--- src/rtl/prog_timer_pkg.sv ---
// Shared types and constants for the programmable timer.
package prog_timer_pkg;

   typedef enum logic [1:0] {
      ST_IDLE = 2'd0,
      ST_RUN  = 2'd1,
      ST_HOLD = 2'd2,
      ST_DONE = 2'd3
   } state_t;

   localparam logic MODE_ONESHOT = 1'b0;
   localparam logic MODE_AUTO    = 1'b1;

endpackage : prog_timer_pkg

--- src/rtl/prog_timer_counter.sv ---
// Run counter: synchronous clear, increment on enable, terminal-count compare.
module timer_counter #(
   parameter int unsigned WIDTH = 8
) (
   input  logic             i_clk,
   input  logic             i_rst_n,
   input  logic             i_clear,
   input  logic             i_enable,
   input  logic [WIDTH-1:0] i_period,
   output logic [WIDTH-1:0] o_count,
   output logic             o_tc_c
);

   logic [WIDTH-1:0] r_count;

   // Clear wins over enable; the count never exceeds period-1 so +1 cannot overflow.
   always_ff @(posedge i_clk or negedge i_rst_n) begin
      if (!i_rst_n) begin
         r_count <= '0;
      end else if (i_clear) begin
         r_count <= '0;
      end else if (i_enable) begin
         r_count <= r_count + WIDTH'(1);
      end
   end

   assign o_count = r_count;
   assign o_tc_c  = (r_count == (i_period - WIDTH'(1)));

endmodule : timer_counter

--- src/rtl/prog_timer.sv ---
// Programmable one-shot / auto-reload timer with pause and synchronous abort.
module prog_timer
   import prog_timer_pkg::*;
#(
   parameter int unsigned WIDTH = 8
) (
   input  logic             CLK,
   input  logic             N_RESET,
   input  logic             START,
   input  logic             RESET,
   input  logic             PAUSE,
   input  logic             AUTO,
   input  logic [WIDTH-1:0] LOAD,
   output logic             READY,
   output logic             TICK,
   output logic             BUSY,
   output logic [WIDTH-1:0] COUNT
);

   state_t           r_state;
   state_t           w_state_nxt;
   logic [WIDTH-1:0] r_period;
   logic             r_mode;
   logic             r_ready;
   logic             r_tick;
   logic             r_busy;
   logic             w_capture;
   logic             w_clear;
   logic             w_enable;
   logic             w_tick_nxt;
   logic             w_tc;

   timer_counter #(.WIDTH(WIDTH)) u_counter (
      .i_clk    (CLK),
      .i_rst_n  (N_RESET),
      .i_clear  (w_clear),
      .i_enable (w_enable),
      .i_period (r_period),
      .o_count  (COUNT),
      .o_tc_c   (w_tc)
   );

   always_ff @(posedge CLK or negedge N_RESET) begin
      if (!N_RESET) begin
         r_state  <= ST_IDLE;
         r_period <= '0;
         r_mode   <= MODE_ONESHOT;
         r_ready  <= 1'b0;
         r_tick   <= 1'b0;
         r_busy   <= 1'b0;
      end else begin
         r_state  <= w_state_nxt;
         r_ready  <= (w_state_nxt == ST_DONE);
         r_busy   <= (w_state_nxt == ST_RUN) || (w_state_nxt == ST_HOLD);
         r_tick   <= w_tick_nxt;
         if (w_capture) begin
            r_period <= LOAD;
            r_mode   <= AUTO;
         end
      end
   end

   // HOLD with PAUSE low takes the same counting step as RUN, so each paused edge costs exactly one cycle.
   always_comb begin
      w_state_nxt = r_state;
      w_capture   = 1'b0;
      w_clear     = 1'b0;
      w_enable    = 1'b0;
      w_tick_nxt  = 1'b0;
      case (r_state)
         ST_IDLE: begin
            if (START && (LOAD != '0)) begin
               w_capture   = 1'b1;
               w_clear     = 1'b1;
               w_state_nxt = ST_RUN;
            end
         end
         ST_RUN, ST_HOLD: begin
            if (PAUSE) begin
               w_state_nxt = ST_HOLD;
            end else begin
               w_state_nxt = ST_RUN;
               if (w_tc) begin
                  w_tick_nxt = 1'b1;
                  if (r_mode == MODE_AUTO) begin
                     w_clear = 1'b1;
                  end else begin
                     w_state_nxt = ST_DONE;
                  end
               end else begin
                  w_enable = 1'b1;
               end
            end
         end
         ST_DONE: begin
            w_state_nxt = ST_DONE;
         end
         default: begin
            w_state_nxt = ST_IDLE;
         end
      endcase
      // Synchronous abort overrides everything above.
      if (RESET) begin
         w_state_nxt = ST_IDLE;
         w_capture   = 1'b0;
         w_clear     = 1'b1;
         w_enable    = 1'b0;
         w_tick_nxt  = 1'b0;
      end
   end

   assign READY = r_ready;
   assign TICK  = r_tick;
   assign BUSY  = r_busy;

endmodule : prog_timer

--- config.mk ---
export PLATFORM = sky130hd
export DESIGN_NAME = prog_timer
export DESIGN_NICKNAME = d
export VERILOG_FILES = /design/src/rtl/prog_timer_pkg.sv /design/src/rtl/prog_timer_counter.sv /design/src/rtl/prog_timer.sv
export SDC_FILE = /design/constraint.sdc
export NUM_CORES = 1
export LEC_CHECK = 0
export BUFFER_PORTS_ARGS = -buffer_cell sky130_fd_sc_hd__buf_4
export CAP_MARGIN = 20
export CELL_PAD_IN_SITES_DETAIL_PLACEMENT = 1
export CELL_PAD_IN_SITES_GLOBAL_PLACEMENT = 1
export CORE_MARGIN = 2
export CORE_UTILIZATION = 42
export DETAILED_ROUTE_END_ITERATION = 10
export PLACE_DENSITY = 0.82
export SLEW_MARGIN = 30
export SYNTH_ARGS = -nofsm -noshare
export SYNTH_HDL_FRONTEND = slang
export SYNTH_SLANG_ARGS = --single-unit
--- constraint.sdc ---
create_clock -name CLK -period 3.1 [get_ports CLK]
set_input_delay 0.62 -clock CLK [delete_from_list [all_inputs] [get_ports CLK]]
set_output_delay 0.62 -clock CLK [all_outputs]
set_load 0.005 [all_outputs]
==> results of run 1 <==
## critical path, delay by kind of cell (launching register included)
kind                       cells  cell delay [ns]
and+or+nand+nor                3             0.94
AOI/OAI and AO/OA              2             0.46
DFF                            1             0.52
adders and majority gates      2             0.56
buffers and inverters          1             0.08
## final cells by class
class                      count  area (um2)
fill                         401        1610
multi-input combinational    119         865
sequential                    22         551
clock inverter                 1        30.0
clock buffer                   3        22.5
timing repair buffer          24         180
tap                           46        57.6
inverter                       5        18.8
## report_power, final
group          internal, mW  switching, mW
logic                 0.262          0.341
clock network         0.131         0.0955
registers             0.370          0.112
total                 0.762          0.549
## per-stage QoR
| stage | std cells | power, mW | cell area [um2] | hold WS [ns] | util |
|---|---|---|---|---|---|
| after floorplan | 151 | 0.918 | 1470 | 0.324 | - |
| after global placement | 216 | 1.04 | 1670 | 0.523 | 0.501 |
| after detailed placement | 216 | 1.09 | 1670 | 0.530 | 0.501 |
| after CTS | 220 | 1.31 | 1720 | 0.174 | 0.517 |
| after global routing | 220 | 1.41 | 1720 | 0.172 | 0.517 |
| final | 220 | 1.31 | 1720 | 0.171 | 0.517 |
## cells by family (layout without fill, tap and decap cells)
kind of cell | Yosys count | count (layout)
AOI/OAI and AO/OA | 35 | 35
xor gates and xnor gates | 9 | 9
adders and majority gates | 7 | 7
buffers and inverters | 10 | 33
DFF | 22 | 22
muxes | 16 | 16
and+or+nand+nor | 52 | 52
## registers in the layout (all words and copies together) (netlist names)
register,cells
r_period,8
READY,1
r_mode,1
u_counter.o_count,8
TICK,1
r_state,2
BUSY,1
## layer usage
layer	GRT usage	up-vias
met5	0	-
met3	0.0286	2
li1	-	604
met1	0.276	638
met2	0.346	23
met4	0.0583	0
## placed cells by master (no fill, tap or decap), drive strengths merged, types with 4 or more instances in the layout
cell type	Yosys	layout
mux2i	7	7
ha	7	7
nor3	7	7
mux2	9	9
nand4	5	5
a31oi	4	4
dfrtp	22	22
nand2	6	6
o211ai	8	8
a21oi	6	6
nor2	10	10
inv	5	5
nor4	4	4
o21ai	10	10
xnor2	7	7
buf	5	24
## worst max path at each step
stage | startpoint | end | slack, ns | depth (start not counted)
after CTS | r_period[0] | BUSY | 0.43 | 8
after global routing | r_period[0] | BUSY | 0.18 | 8
after detailed placement | r_period[0] | BUSY | 0.45 | 8
final | r_period[0] | BUSY | 0.44 | 8
after floorplan | r_period[0] | BUSY | 0.84 | 10
after global placement | r_period[0] | BUSY | 0.62 | 8
==> out/summary.log, run 1 <==
[yosys] Syn Area/Cell 9.72 um2
[sta] fraction of the cycle the final worst path needs 0.857
[min_path] classification of the worst-slack hold path input pin to asynchronous set/reset pin
[clock_network] clock buffer depth 2
[setup_path] Reg-to-Reg Start r_period[0]
[outcome] status complete, no violations
[clock_network] # hold bufs at CTS 0
[clock_network] H-Tree Level Count 1
[yosys] top flip-flop cell by instance count after synthesis sky130_fd_sc_hd__dfrtp_1
[drt] Initial DRC Count 28
[yosys] Mapped Cells 151
[sta] sum of negative setup slack 0 ns
[setup_path] destination of the worst register-to-register timing path BUSY
[clock_network] clock transition time at the flip-flop clock pins of the worst setup and hold paths 0.14 ns
[yosys] total standard cell area after synthesis 1470 um2
[drt] met2 routed wirelength 1980 um
[yosys] synthesized netlist net count 172
[clock_network] number of instances resized during post-cts repair 0
[flow_run] max-cap check violation count 0
[drt] routed length on met3 119 um
[global_route] maximum number of pins on one net before global-route repair 23
[floorplan] I/O pin count 25
[global_route] Tot GR Track Use 0.206
[sta] RSZ-0062 raised after global routing false
[sta] maximum clock frequency 376 MHz
[yosys] number of storage elements in the synthesis netlist 22
[power_and_ir_drop] total leakage power 0.736 nW
[setup_path] required time worst endpoint 3.32 ns
[setup_path] slowest cell on the critical path sky130_fd_sc_hd__dfrtp_1
[yosys] sequential element share of the synthesized area 0.375
[final_layout] number of diodes 0
[sta] worst clock skew 0.00722 ns
[global_route] initial antenna violation count 0
[floorplan] height of the chip 63.1 um
[setup_path] maximum fanout count along the critical path 10
[drt] Post-route DRC 0
[yosys] main combinational cell family by area after synthesis simple AND/OR/NAND/NOR gates
[power_and_ir_drop] power per cell area 760 nW/um2
[setup_path] Most common cell on crit path sky130_fd_sc_hd__ha_1
[sta] headroom to the max-slew limit 0.444
[sta] Slew @ Worst Pin 0.830 ns
[yosys] most numerous cell in the Yosys netlist sky130_fd_sc_hd__dfrtp_1
[power_and_ir_drop] Worst IR Drop VDD 323 uV
[setup_path] cells along the critical path inv_1 -> ha_1 -> or3_1 -> a31oi_1 -> and3_1 -> nand3b_1 -> a211oi_2 -> ha_1
[final_layout] # nets final 196
[yosys] Synth cell types 40
[sta] final number of max-transition violations 0
[global_route] first-pass GRT wire length 6570 um
[setup_path] data arrival time of the worst path 2.88 ns
[drt] total number of vias 1,267
[drt] DR vias/cell 5.76
[floorplan] total number of placement rows 21
[yosys] Post-Synth Adder-Cell Area 0.0597
[yosys] largest cells by area after synthesis sky130_fd_sc_hd__dfrtp_1, sky130_fd_sc_hd__mux2_2, sky130_fd_sc_hd__ha_1
[yosys] Commonest cells post-synth sky130_fd_sc_hd__dfrtp_1, sky130_fd_sc_hd__nor2_1, sky130_fd_sc_hd__mux2_2
[clock_network] worst skew pair latency 0.32 ns
[setup_path] number of cells on the worst reg-to-reg path 8
[floorplan] area enclosed by the die boundary 3980 um2
[drt] DR WL/cell 17.2 um
[drt] 1st-pass router iterations 4
[yosys] number of synthesized flops with an enable pin 0
[drt] number of nets still failing antenna checks after routing 0
[setup_path] worst reg2reg setup slack 0.44 ns
[setup_path] Largest stage delay, worst path 0.52 ns
[yosys] xor/xnor share of the synthesized area 0.0537
[setup_path] type of the worst setup path flip-flop to flip-flop
[floorplan] initial core utilization 0.440
[drt] routed length on met1 1660 um
[clock_network] Clock Sinks 22
[sta] final hold violation count 0
[setup_path] critical path launch point type flip-flop
[placed_design] # port buffers 24
[drt] top routing layer in use met4
[yosys] Compound-Gate Fraction of Synth Area 0.157
[global_route] Remaining Overflow, GRT 0
[global_route] via count of the first global-routing pass 1,378
[yosys] post-synthesis cell type with the largest combined area sky130_fd_sc_hd__dfrtp_1
[floorplan] DIE WIDTH 63.1 um
[drt] Total Routed Length 3780 um
[sta] setup violation total in the final timing report 0
[placed_design] Placer Congestion 0.847
[setup_path] Worst Setup End Kind flip-flop
[sta] Final min period 2.66 ns
[yosys] area share of the leading cell type in the synthesized netlist 0.375
[placed_design] worst setup slack before clock tree synthesis 0.446 ns
[clock_network] count of buffers added by post-CTS timing repair for setup 0
[clock_network] TritonCTS clock tree done
[final_layout] layout overhead on the synthesized area 17.5%
[placed_design] half-perimeter wire length after detailed placement 2920 um
[yosys] Ys Warns 0
[floorplan] Core Footprint 3340 um2
[final_layout] fraction of final layout cells sized beyond drive strength 1 0.241
[clock_network] clock buffer count from CTS 3
[sta] Final Worst Setup Slack 0.442 ns
[yosys] fraction of synthesized area in multiplexers 0.117
[clock_network] buffer cell driving the clock tree root sky130_fd_sc_hd__clkbuf_4
[yosys] asr flop ratio synth 1.00
[yosys] area fraction in and, or, nand and nor cells after synthesis 0.202
Note: power is estimated with default switching activity, not from simulation.
==> inputs of run 2 (changes only) <==
--- a/config.mk
+++ b/config.mk
@@ -12,6 +12,7 @@
 export CORE_MARGIN = 2
 export CORE_UTILIZATION = 42
 export DETAILED_ROUTE_END_ITERATION = 10
+export GPL_TIMING_DRIVEN = 0
 export PLACE_DENSITY = 0.82
 export SLEW_MARGIN = 30
 export SYNTH_ARGS = -nofsm -noshare
==> out/summary.log, run 2 (same netlist as run 1, synthesis figures left out) <==
[outcome] status complete, no violations
[setup_path] number of cells on the worst reg-to-reg path 10 [+2]
[clock_network] number of instances resized during post-cts repair 0 [unchanged]
[sta] fraction of the cycle the final worst path needs 0.834 [-0.0231]
[final_layout] layout overhead on the synthesized area 19.8%
[power_and_ir_drop] sequential fraction of design power 0.348 [-0.020]
[sta] setup violation total in the final timing report 0 [unchanged]
[clock_network] clock buffer depth 2 [unchanged]
[final_layout] # nets final 201 [+2.6%]
[clock_network] worst skew pair latency 0.32 ns [about the same]
[placed_design] # port buffers 24 [unchanged]
[drt] total number of vias 1,305 [+3.0%]
[power_and_ir_drop] clock group share of total power 0.167 [-0.006]
[sta] final number of max-transition violations 0 [unchanged]
[clock_network] clock transition time at the flip-flop clock pins of the worst setup and hold paths 0.13 ns [about the same]
[floorplan] Core Footprint 3340 um2 [unchanged]
[global_route] maximum number of pins on one net before global-route repair 23 [unchanged]
[power_and_ir_drop] total leakage power 0.757 nW [+2.9%]
[floorplan] initial core utilization 0.440 [unchanged]
[power_and_ir_drop] Switching Share 0.424 [+0.00577]
[sta] RSZ-0062 raised after global routing false
[placed_design] half-perimeter wire length after detailed placement 3000 um [+2.6%]
[setup_path] maximum fanout count along the critical path 10 [unchanged]
[sta] final hold violation count 0 [unchanged]
[global_route] Tot GR Track Use 0.212 [+0.00674]
[clock_network] # hold bufs at CTS 0 [unchanged]
[drt] DR WL/cell 17.4 um [+1.5%]
[power_and_ir_drop] cell internal pwr 777 uW [+1.9%]
[power_and_ir_drop] Comb power frac 0.485 [+0.025]
[drt] DR vias/cell 5.80 [+0.71%]
[setup_path] required time worst endpoint 3.32 ns [about the same]
[clock_network] Clock Sinks 22 [unchanged]
[sta] maximum clock frequency 387 MHz [+2.8%]
[setup_path] destination of the worst register-to-register timing path BUSY
[power_and_ir_drop] Worst IR Drop VDD 298 uV [-7.8%]
[drt] Post-route DRC 0 [unchanged]
[floorplan] DIE WIDTH 63.1 um [unchanged]
[sta] Final min period 2.59 ns [-0.0715 ns]
[drt] Total Routed Length 3920 um [+3.8%]
[clock_network] clock buffer count from CTS 3 [unchanged]
[drt] number of nets still failing antenna checks after routing 0 [unchanged]
[flow_run] max-cap check violation count 0 [unchanged]
[setup_path] type of the worst setup path flip-flop to flip-flop
[power_and_ir_drop] power per cell area 767 nW/um2 [+0.90%]
[floorplan] height of the chip 63.1 um [unchanged]
[clock_network] TritonCTS clock tree done
[setup_path] worst reg2reg setup slack 0.51 ns [+0.07 ns]
[clock_network] count of buffers added by post-CTS timing repair for setup 0 [unchanged]
[setup_path] Reg-to-Reg Start r_period[0]
[min_path] classification of the worst-slack hold path input pin to asynchronous set/reset pin
[final_layout] post-route cell area 1760 um2 [+2.0%]
[floorplan] area enclosed by the die boundary 3980 um2 [unchanged]
[global_route] Remaining Overflow, GRT 0 [unchanged]
[placed_design] Placed Instance Area 1710 um2 [+2.0%]
[clock_network] buffer cell driving the clock tree root sky130_fd_sc_hd__clkbuf_4
[global_route] first-pass GRT wire length 6540 um [-0.41%]
[global_route] via count of the first global-routing pass 1,387 [+0.65%]
[global_route] initial antenna violation count 0 [unchanged]
[power_and_ir_drop] P_sw 572 uW [+4.3%]
[floorplan] total number of placement rows 21 [unchanged]
[placed_design] Placer Congestion 0.745 [-12%]
[sta] sum of negative setup slack 0 ns [unchanged]
[setup_path] data arrival time of the worst path 2.80 ns [-0.08 ns]
[final_layout] leading cell type in the layout, fill and taps excluded sky130_fd_sc_hd__buf_4
[setup_path] Worst Setup End Kind flip-flop
[final_layout] highest-count cells in the layout ignoring fill and taps sky130_fd_sc_hd__buf_4, sky130_fd_sc_hd__dfrtp_1, sky130_fd_sc_hd__nor2_1
[floorplan] I/O pin count 25 [unchanged]
[sta] worst clock skew 0.00627 ns [-0.000952 ns]
[sta] headroom to the max-slew limit 0.480 [+0.0359]
[final_layout] fraction of final layout cells sized beyond drive strength 1 0.263 [+0.0212]
[drt] Initial DRC Count 38 [+36%]
[final_layout] number of diodes 0 [unchanged]
[setup_path] critical path launch point type flip-flop
[clock_network] H-Tree Level Count 1 [unchanged]
[sta] Slew @ Worst Pin 0.777 ns [-0.0536 ns]
[drt] 1st-pass router iterations 4 [unchanged]
[run 2: changes by cell type in the layout (fill, tap and decap cells not counted)]
cell                    before  now
sky130_fd_sc_hd__buf_4      24   25
sky130_fd_sc_hd__buf_2       0    3
sky130_fd_sc_hd__buf_6       0    1
[run 2: per-layer routing]
| layer | GRT usage | up-vias | wire length (um) |
|---|---|---|---|
| met5 | 0 | - | 0 |
| met4 | 0.0861 | 0 | 97 |
| met3 | 0.0232 | 11 | 110 |
| met2 | 0.388 | 33 | 2060 |
| met1 | 0.252 | 649 | 1650 |
| li1 | - | 612 | - |
[run 2: worst max path at each step]
stage                 from  endpoint  slack, ns  cells after the start
2_1_floorplan  r_period[0]      BUSY       0.84                     10
3_3_place_gp   r_period[0]      BUSY       0.60                     10
3_5_place_dp   r_period[0]      BUSY       0.54                     10
4_1_cts        r_period[0]      BUSY       0.50                     10
5_1_grt        r_period[0]      BUSY       0.35                     10
6_report       r_period[0]      BUSY       0.51                     10
[run 2: cell type report]
type	count	area, um2
Buffer	5	33.8
Clock buffer	3	22.5
Clock inverter	1	30.0
Fill cell	396	1580
Inverter	5	18.8
Multi-Input combinational cell	119	865
Sequential cell	22	551
Tap cell	46	57.6
Timing Repair Buffer	24	180
[run 2: critical path, cell delays in order, from the launching register on]
cell and delay [ns]:
sky130_fd_sc_hd__dfrtp_1 0.34, sky130_fd_sc_hd__buf_2 0.18, sky130_fd_sc_hd__inv_1 0.06, sky130_fd_sc_hd__ha_1 0.30, sky130_fd_sc_hd__or3_1 0.41, sky130_fd_sc_hd__a31oi_1 0.20
sky130_fd_sc_hd__and3_1 0.17, sky130_fd_sc_hd__buf_4 0.17, sky130_fd_sc_hd__nand3b_1 0.11, sky130_fd_sc_hd__a211oi_2 0.27, sky130_fd_sc_hd__ha_1 0.28
[run 2: power groups by stage]
stage               Sequential (mW)  Combinational (mW)  Clock (mW)
detailed placement            0.476               0.646           0
floorplan                     0.445               0.474           0
CTS                           0.470               0.656       0.226
finish                        0.469               0.654       0.225
global route                  0.482               0.727       0.238
global placement              0.465               0.595           0
[run 2: per-stage QoR]
stage               hold WS, ns  cells  power (mW)  utilization  setup WS, ns
floorplan                 0.324    151       0.918            -         0.837
global placement          0.523    221        1.06        0.511         0.604
detailed placement        0.533    221        1.12        0.511         0.538
CTS                       0.179    225        1.35        0.527         0.503
global route              0.178    225        1.45        0.527         0.349
finish                    0.162    225        1.35        0.527         0.514
==> inputs of run 3 (changes only) <==
--- a/config.mk
+++ b/config.mk
@@ -5,15 +5,16 @@
 export SDC_FILE = /design/constraint.sdc
 export NUM_CORES = 1
 export LEC_CHECK = 0
+export ABC_AREA = 1
 export BUFFER_PORTS_ARGS = -buffer_cell sky130_fd_sc_hd__buf_4
 export CAP_MARGIN = 20
 export CELL_PAD_IN_SITES_DETAIL_PLACEMENT = 1
 export CELL_PAD_IN_SITES_GLOBAL_PLACEMENT = 1
 export CORE_MARGIN = 2
-export CORE_UTILIZATION = 42
+export CORE_UTILIZATION = 40
 export DETAILED_ROUTE_END_ITERATION = 10
 export GPL_TIMING_DRIVEN = 0
-export PLACE_DENSITY = 0.82
+export PLACE_DENSITY = 0.83
 export SLEW_MARGIN = 30
 export SYNTH_ARGS = -nofsm -noshare
 export SYNTH_HDL_FRONTEND = slang
==> constraint.sdc (replaced) <==
create_clock -name CLK -period 2.6 [get_ports CLK]
set_input_delay 0.52 -clock CLK [delete_from_list [all_inputs] [get_ports CLK]]
set_output_delay 0.52 -clock CLK [all_outputs]
set_load 0.005 [all_outputs]
==> out/summary.log, run 3 <==
[outcome] status complete, no violations
[drt] Total Routed Length 3960 um [+1.0%]
[yosys] most numerous cell in the Yosys netlist sky130_fd_sc_hd__nand2_1
[clock_network] worst skew pair latency 0.32 ns [about the same]
[sta] headroom to the max-slew limit 0.773 [+0.294]
[sta] sum of negative setup slack 0 ns [unchanged]
[floorplan] I/O pin count 25 [unchanged]
[floorplan] height of the chip 64.0 um [+1.4%]
[sta] worst clock skew 0.0169 ns [+0.0107 ns]
[yosys] total standard cell area after synthesis 1440 um2 [-1.8%]
[setup_path] slowest cell on the critical path sky130_fd_sc_hd__dfrtp_1
[clock_network] clock transition time at the flip-flop clock pins of the worst setup and hold paths 0.13 ns [about the same]
[sta] Slew @ Worst Pin 0.337 ns [-0.440 ns]
[final_layout] post-layout instance count excluding filler cells 267 [+19%]
[yosys] post-synthesis cell type with the largest combined area sky130_fd_sc_hd__dfrtp_1
[clock_network] TritonCTS clock tree done
[final_layout] number of fill cells 425 [+7.3%]
[placed_design] half-perimeter wire length after detailed placement 3290 um [+9.6%]
[global_route] first-pass GRT wire length 7000 um [+7.1%]
[power_and_ir_drop] Worst IR Drop VDD 424 uV [+42%]
[setup_path] destination of the worst register-to-register timing path BUSY
[clock_network] count of buffers added by post-CTS timing repair for setup 0 [unchanged]
[yosys] Commonest cells post-synth sky130_fd_sc_hd__nand2_1, sky130_fd_sc_hd__dfrtp_1, sky130_fd_sc_hd__inv_1, sky130_fd_sc_hd__nor2_1, sky130_fd_sc_hd__nand3_1
[clock_network] number of instances resized during post-cts repair 0 [unchanged]
[clock_network] clock buffer count from CTS 3 [unchanged]
[final_layout] highest-count cells in the layout ignoring fill and taps sky130_fd_sc_hd__nand2_1, sky130_fd_sc_hd__buf_4, sky130_fd_sc_hd__dfrtp_1
[setup_path] Worst Setup End Kind flip-flop
[yosys] Ys Warns 0 [unchanged]
[drt] DR vias/cell 5.00 [-14%]
[yosys] asr flop ratio synth 1.00 [unchanged]
[yosys] sequential element share of the synthesized area 0.382 [+0.00684]
[sta] final number of max-transition violations 0 [unchanged]
[drt] DR WL/cell 14.8 um [-15%]
[global_route] Remaining Overflow, GRT 0 [unchanged]
[floorplan] DIE WIDTH 64.0 um [+1.4%]
[sta] maximum clock frequency 437 MHz [+13%]
[drt] 1st-pass router iterations 4 [unchanged]
[clock_network] buffer cell driving the clock tree root sky130_fd_sc_hd__clkbuf_4
[yosys] largest cells by area after synthesis sky130_fd_sc_hd__dfrtp_1, sky130_fd_sc_hd__nand2_1, sky130_fd_sc_hd__ha_1
[final_layout] # nets final 244 [+21%]
[final_layout] layout overhead on the synthesized area 18.1%
[setup_path] Reg-to-Reg Start r_period[0]
[sta] Final min period 2.29 ns [-0.296 ns]
[yosys] Mapped Cells 194 [+28%]
[clock_network] clock buffer depth 2 [unchanged]
[drt] number of nets still failing antenna checks after routing 0 [unchanged]
[final_layout] fraction of final layout cells sized beyond drive strength 1 0.240 [-0.0228]
[setup_path] Bufs and invs on worst path 1 [-2]
[sta] final hold violation count 0 [unchanged]
[placed_design] placed cells 264 [+19%]
[setup_path] type of the worst setup path flip-flop to flip-flop
[final_layout] number of diodes 0 [unchanged]
[power_and_ir_drop] total leakage power 0.873 nW [+15%]
[global_route] Tot GR Track Use 0.223 [+0.0110]
[sta] fraction of the cycle the final worst path needs 0.881 [+0.0468]
[clock_network] # hold bufs at CTS 0 [unchanged]
[power_and_ir_drop] sequential fraction of design power 0.366 [+0.018]
[global_route] initial antenna violation count 0 [unchanged]
[power_and_ir_drop] Comb power frac 0.530 [+0.045]
[yosys] top flip-flop cell by instance count after synthesis sky130_fd_sc_hd__dfrtp_1
[setup_path] Largest stage delay, worst path 0.41 ns [about the same]
[power_and_ir_drop] P_sw 741 uW [+29%]
[yosys] synthesized netlist net count 215 [+25%]
[power_and_ir_drop] power per cell area 909 nW/um2 [+18%]
[drt] Post-route DRC 0 [unchanged]
[setup_path] number of cells on the worst reg-to-reg path 13 [+3]
[setup_path] cells along the critical path inv_2 -> ha_1 -> nand2_1 -> nor2_2 -> nand2_1 -> nand2_1 -> nand2_1 -> nor2_2 -> nand3_2 -> o21ai_1 -> a21oi_1 -> a21oi_1 -> ha_1
[clock_network] H-Tree Level Count 1 [unchanged]
[setup_path] worst reg2reg setup slack 0.31 ns [-0.20 ns]
[global_route] via count of the first global-routing pass 1,479 [+6.6%]
[yosys] number of synthesized flops with an enable pin 0 [unchanged]
[placed_design] # port buffers 24 [unchanged]
[yosys] number of storage elements in the synthesis netlist 22 [unchanged]
[flow_run] max-cap check violation count 0 [unchanged]
[drt] Initial DRC Count 38 [unchanged]
[floorplan] total number of placement rows 21 [unchanged]
[setup_path] maximum fanout count along the critical path 5 [-5]
[final_layout] leading cell type in the layout, fill and taps excluded sky130_fd_sc_hd__nand2_1
[yosys] Syn Area/Cell 7.43 um2 [-24%]
[floorplan] initial core utilization 0.425 [-0.0146]
[setup_path] family with the most delay on the worst path simple AND/OR/NAND/NOR gates
[setup_path] data arrival time of the worst path 2.49 ns [-0.31 ns]
[sta] setup violation total in the final timing report 0 [unchanged]
[power_and_ir_drop] Switching Share 0.479 [+0.0545]
[setup_path] Most common cell on crit path sky130_fd_sc_hd__nand2_1
[power_and_ir_drop] cell internal pwr 806 uW [+3.8%]
[floorplan] Core Footprint 3390 um2 [+1.6%]
[setup_path] required time worst endpoint 2.80 ns [-0.52 ns]
[drt] total number of vias 1,336 [+2.4%]
[floorplan] area enclosed by the die boundary 4100 um2 [+2.9%]
[sta] RSZ-0062 raised after global routing false
[yosys] Synth cell types 27 [-33%]
[yosys] area share of the leading cell type in the synthesized netlist 0.382 [+0.00684]
[setup_path] critical path depth in cells 13 [+3]
[placed_design] Placer Congestion 0.828 [+11%]
[clock_network] Clock Sinks 22 [unchanged]
[setup_path] critical path launch point type flip-flop
[min_path] classification of the worst-slack hold path input pin to asynchronous set/reset pin
[power_and_ir_drop] clock group share of total power 0.104 [-0.063]
[global_route] maximum number of pins on one net before global-route repair 23 [unchanged]
## run 3: final cells by class
class | count | area (um2) | share of cell area
multi-input combinational | 143 | 781 | 0.459
sequential | 22 | 551 | 0.324
timing repair buffer | 24 | 180 | 0.106
inverter | 28 | 105 | 0.0618
tap | 46 | 57.6 | 0.0338
clock buffer | 3 | 22.5 | 0.0132
buffer | 1 | 5.00 | 0.00294
## run 3: logic make-up after synthesis
| group | Yosys count | share of synthesized area |
|---|---|---|
| fa+ha+maj | 7 | 0.0608 |
| simple gates | 113 | 0.363 |
| buf+inv | 29 | 0.0764 |
| compound gates | 13 | 0.0486 |
| xor+xnor | 5 | 0.0304 |
| mux | 5 | 0.0391 |
| flops | 22 | 0.382 |
## run 3: power by group through the flow
stage	logic (mW)	registers, mW	clock network (mW)
2_1_floorplan	0.607	0.535	0
3_3_place_gp	0.757	0.561	0
3_5_place_dp	0.828	0.571	0
4_1_cts	0.833	0.566	0.166
5_1_grt	0.943	0.582	0.181
6_report	0.820	0.566	0.161
## run 3: worst max path at each step
| stage | from | end | slack [ns] |
|---|---|---|---|
| floorplan | r_period[0] | BUSY | 0.67 |
| global placement | r_period[0] | BUSY | 0.41 |
| detailed placement | r_period[0] | BUSY | 0.29 |
| CTS | r_period[0] | BUSY | 0.27 |
| global route | r_period[0] | BUSY | 0.05 |
| finish | r_period[0] | BUSY | 0.31 |
## run 3: stage by stage
step / hold WS, ns / area [um2] / worst slack [ns] / total power, mW / utilization
finish: 0.0672 / 1700 / 0.309 / 1.55 / 0.502
global route: 0.0803 / 1700 / 0.0469 / 1.71 / 0.502
floorplan: 0.224 / 1440 / 0.671 / 1.14 / -
CTS: 0.0773 / 1700 / 0.265 / 1.56 / 0.502
global placement: 0.425 / 1680 / 0.407 / 1.32 / 0.495
detailed placement: 0.432 / 1680 / 0.287 / 1.40 / 0.495
## run 3: metal layers
layer,vias up,GRT usage,wire length [um],share of wire
li1,668,-,-,-
met1,638,0.242,1590,0.40
met2,21,0.439,2190,0.55
met3,9,0.0264,96,0.024
met4,0,0.0761,89,0.022
met5,-,0,0,0
